<file path="src/rtl/conf_int_add_operand_stager.sv">
// rtl/conf_int_add_operand_stager.sv - 2-entry operand FIFO with MSB truncation, feeding the integer adder
// Precision changes wait for the FIFO to drain so no stored pair mixes precisions.
module conf_int_add_operand_stager #(
  parameter int DATA_PATH_BITWIDTH = 16,
  parameter int PREC_W             = 5
) (
  input  logic                          clk,
  input  logic                          rst,
  input  logic                          in_valid,
  output logic                          in_ready,
  input  logic [DATA_PATH_BITWIDTH-1:0] in_a,
  input  logic [DATA_PATH_BITWIDTH-1:0] in_b,
  input  logic                          cfg_load,
  input  logic [PREC_W-1:0]             prec_cfg,
  output logic                          cfg_pending,
  output logic [PREC_W-1:0]             prec_active,
  output logic                          out_valid,
  input  logic                          out_ready,
  output logic [DATA_PATH_BITWIDTH-1:0] a_out,
  output logic [DATA_PATH_BITWIDTH-1:0] b_out,
  output logic [15:0]                   pair_count
);

  localparam int W = DATA_PATH_BITWIDTH;
  localparam logic [PREC_W-1:0] FULL_PREC = PREC_W'(W);

  logic [1:0]        count;
  logic [W-1:0]      head_a, head_b, tail_a, tail_b;
  logic [PREC_W-1:0] prec_pend;
  logic [PREC_W-1:0] eff;
  logic [W-1:0]      mask, a_m, b_m;
  logic              enq, deq;

  // Keep the top eff bits; a shift of W or more clears the shifted pattern, giving an all-ones mask.
  always_comb begin
    eff  = (prec_active > FULL_PREC) ? FULL_PREC : prec_active;
    mask = ~({W{1'b1}} >> eff);
    a_m  = in_a & mask;
    b_m  = in_b & mask;
  end

  assign in_ready  = ~count[1] & ~cfg_pending;
  assign out_valid = (count != 2'd0);
  assign enq       = in_valid & in_ready;
  assign deq       = out_valid & out_ready;
  assign a_out     = head_a;
  assign b_out     = head_b;

  always_ff @(posedge clk or posedge rst) begin
    if (rst) begin
      count       <= 2'd0;
      head_a      <= '0;
      head_b      <= '0;
      tail_a      <= '0;
      tail_b      <= '0;
      cfg_pending <= 1'b0;
      prec_pend   <= '0;
      prec_active <= FULL_PREC;
      pair_count  <= 16'd0;
    end else begin
      case (count)
        2'd0: begin
          if (enq) begin
            head_a <= a_m;
            head_b <= b_m;
            count  <= 2'd1;
          end
        end
        2'd1: begin
          if (enq && deq) begin
            head_a <= a_m;
            head_b <= b_m;
          end else if (enq) begin
            tail_a <= a_m;
            tail_b <= b_m;
            count  <= 2'd2;
          end else if (deq) begin
            // Head reads as zero whenever the FIFO is empty.
            head_a <= '0;
            head_b <= '0;
            count  <= 2'd0;
          end
        end
        default: begin
          if (deq) begin
            head_a <= tail_a;
            head_b <= tail_b;
            tail_a <= '0;
            tail_b <= '0;
            count  <= 2'd1;
          end
        end
      endcase

      if (deq)
        pair_count <= pair_count + 16'd1;

      // A load arriving on the apply edge supersedes the held value.
      if (cfg_pending && (count == 2'd0)) begin
        prec_active <= cfg_load ? prec_cfg : prec_pend;
        cfg_pending <= 1'b0;
      end else if (cfg_load) begin
        prec_pend   <= prec_cfg;
        cfg_pending <= 1'b1;
      end
    end
  end

endmodule
</file>
<file path="config.mk">
export PLATFORM = sky130hd
export DESIGN_NAME = conf_int_add_operand_stager
export DESIGN_NICKNAME = d
export VERILOG_FILES = /design/src/rtl/conf_int_add_operand_stager.sv
export SDC_FILE = /design/constraint.sdc
export NUM_CORES = 1
export LEC_CHECK = 0
export BUFFER_PORTS_ARGS = -buffer_cell sky130_fd_sc_hd__buf_2
export CAP_MARGIN = 20
export CORE_AREA = 2 2 91 93
export CTS_CLUSTER_SIZE = 16
export DETAILED_ROUTE_END_ITERATION = 16
export DIE_AREA = 0 0 93 95
export PLACE_DENSITY = 0.78
export SETUP_SLACK_MARGIN = 0.02
export SYNTH_ARGS = -nofsm -noshare
export SYNTH_HDL_FRONTEND = slang
export SYNTH_SLANG_ARGS = --single-unit
</file>
<file path="constraint.sdc">
create_clock -name clk -period 4 [get_ports clk]
set_input_delay 0.8 -clock clk [delete_from_list [all_inputs] [get_ports clk]]
set_output_delay 0.8 -clock clk [all_outputs]
set_load 0.1 [all_outputs]
</file>
==> metrics.txt <==
Area contributors post-synth=dfrtp_1 56%, a32o_1 5.9%, a32oi_1 5.6%; drt drc=0; fin crit share=0.687; area occupied by multi-input gates=1620 sq um; worst slew pin tran=0.896 ns; commonest cells after routing, fill and taps aside=97 x buf_2, 92 x dfrtp_1, 37 x nor2_1, 33 x a21oi_1, 26 x a32oi_1; cts bufs inserted=9; Unique masters post-synth=42; RSZ-0062 raised after global routing=false; Initial Util=0.516; hold path startpoint=tail_a[4]; CTS tree=yes; M1 GR Usage=0.322; commonest non-fill, non-tap cell in the layout=buf_2; Worst Hold Class=reg -> reg; worst r2r path cells=4; r2r endpoint=a_out[2]; # hold bufs at CTS=0; outcome=finished, final reports clean; Final Cell Area=4860 sq um; RePlAce Congestion=0.779; post-synth net total=404; die area=8840 sq um; Synth Area in Compound Gates=0.234; Worst setup SP type=flip-flop; Worst Setup Slack, final=1.25 ns; final cell count without fillers=559; TNS Setup=0 ns; total setup buffers inserted after CTS=0; WP data required=3.20 ns; post-route ant nets=0; Die Y-Extent=95 microns; IO Pins=98; hold violation count in the final report=0; Post-CTS Resized=0; pins over their slew limit=0; Area growth, synth to finish=18.8%; Hold Path Sink=tail_a[4]; Synth Warn #=0; min cycle time layout=2.75 ns; CP max FO=25; clk buf depth=2; Num Clock Sinks=93; Synth Area in Adders=0.00306; clock latency on the worst-skew pair=0.36 ns; Final nets=492; busiest layer in global routing=met2; Via density=5.79; share of cells above drive strength 1=0.308; M2 GR Usage=0.380; pin count of the biggest net entering global routing=44; Mean Syn Cell Area=11.3 sq um; post-DR wirelength/cell=17.9 microns; global-route wire length before repair=16,100 microns; CP peak stage delay=0.94 ns; via count=3,236; Worst slew margin=0.403; xor-xnor portion of the synthesized cell area=0.0342; R2R Setup Slk=1.70 ns; max_cap viols=0; clk slew on worst S/H paths=0.08 ns; total track usage=0.236; register area share after synthesis=0.569; pre-CTS setup slack=1.51 ns; routed wire length=9990 microns; core area=7930 sq um; Synth area leader=dfrtp_1; Worst Path Buf+Inv=2; slowest CP cell=dfrtp_1; post-synthesis mux area share=0.0287; grt ovf=0; Mapped Area=4090 sq um; n_diodes=0; storage element area=2330 sq um; FMAX=364 MHz; placed cells=543; Hold Path Depth=2; FF+latch count, synth=93; Setup Crit Path Kind=reg -> out; dpl hpwl=6780 microns; CP Cell Sequence=nor2_1 -> inv_1 -> buf_2; critical path data arrival time=1.95 ns; Synth Area in Simple Gates=0.0954; H-Tree Depth=3; initial antenna violation count=0; dpl cell area=4640 sq um; Detailed Route Iter0 Violations=218; Die Span X=93 microns; reg2reg start=count[1]; critical path's top delay family=flip-flops; fillers=661; met3 GRT Util=0.0455; CTS root buf=clkbuf_8; site row count=33; vias in the first global route=3,215; largest family of logic cells by synthesized area=compound AO/OA/AOI/OAI gates; port bufs=97; clk_skew=0.0124 ns; Final Setup Violations=0; first-pass iteration count of the detailed router=4; Syn Inst Count=361; CP endpoint kind=output pin; area fraction of the dominant cell type after synthesis=0.562
stage by stage:
step | hold slack, ns | utilization
2_1_floorplan | 0.441 | -
4_1_cts | 0.488 | 0.613
3_3_place_gp | 0.456 | 0.585
5_1_grt | 0.512 | 0.613
6_report | 0.484 | 0.613
3_5_place_dp | 0.470 | 0.585
synthesized netlist by cell type:
| master | n |
|---|---|
| a21o_1 | 4 |
| a21o_2 | 3 |
| a21oi_1 | 33 |
| a21oi_2 | 1 |
| a22o_1 | 2 |
| a31o_2 | 3 |
| a32o_1 | 24 |
| a32oi_1 | 26 |
| and2_1 | 4 |
| and2_2 | 1 |
| and3_1 | 2 |
| and4_1 | 3 |
| buf_2 | 13 |
| buf_6 | 2 |
| clkbuf_1 | 13 |
| dfrtp_1 | 92 |
| dfstp_2 | 1 |
| ha_1 | 1 |
| inv_1 | 3 |
| mux2_2 | 6 |
| mux2i_1 | 5 |
| nand2_1 | 15 |
| nand2b_1 | 4 |
| nand3_1 | 7 |
| nand3b_1 | 1 |
| nand4_1 | 2 |
| nor2_1 | 37 |
| nor3_2 | 1 |
| o211a_1 | 1 |
| o211ai_1 | 4 |
| o21a_1 | 5 |
| o21ai_0 | 15 |
| o21ai_1 | 1 |
| o2bb2a_1 | 2 |
| o31a_1 | 1 |
| o31ai_1 | 1 |
| o31ai_4 | 1 |
| or2_2 | 2 |
| or2_4 | 1 |
| or3_1 | 2 |
| xnor2_1 | 15 |
| xor2_1 | 1 |
area by class of cell:
cell class                      instances  area share
Multi-Input combinational cell        237       0.333
Tap cell                              105      0.0270
Sequential cell                        93       0.479
Timing Repair Buffer                  105       0.112
Inverter                                3     0.00257
Clock buffer                           13      0.0327
Clock inverter                          3      0.0139
how the worst max path moves through the flow:
stage / startpoint / to / slack [ns] / cells past startpoint
6_report: count[1] / out_valid / 1.25 / 3
5_1_grt: count[1] / out_valid / 1.08 / 3
4_1_cts: count[1] / out_valid / 1.24 / 3
3_5_place_dp: in_valid / a_out[2] / 1.51 / 6
3_3_place_gp: in_valid / a_out[8] / 1.62 / 6
2_1_floorplan: rst / a_out[0] / 0.78 / 1
cells by family (layout without fill, tap and decap cells):
| family | count (synthesis) | count (layout) |
|---|---|---|
| AO/OA/AOI/OAI | 127 | 127 |
| flip-flops | 93 | 93 |
| AND/OR/NAND/NOR | 82 | 82 |
| buffers and inverters | 31 | 124 |
| XOR/XNOR | 16 | 16 |
| multiplexers | 11 | 11 |
| adder cells (fa/ha/maj) | 1 | 1 |
flip-flops by register name (all words and copies together), names as in the netlist:
name         count
a_out           16
b_out           16
cfg_pending      1
count            2
pair_count      16
prec_active      5
prec_pend        5
tail_a          16
tail_b          16
worst reg2reg max path: stages (launching register included):
cell and delay [ns]:
dfrtp_1 0.71, o31ai_4 0.88, buf_4 0.39, nor2_1 0.07, a21oi_1 0.16
routing by layer:
layer / share of wire / wire (microns)
met5: 0 / 0
met1: 0.44 / 4390
met3: 0.054 / 535
met2: 0.50 / 4980
met4: 0.0087 / 87
Power is not shown: default switching activity piles up to over one toggle a cycle in this logic, so the estimate is an artifact.
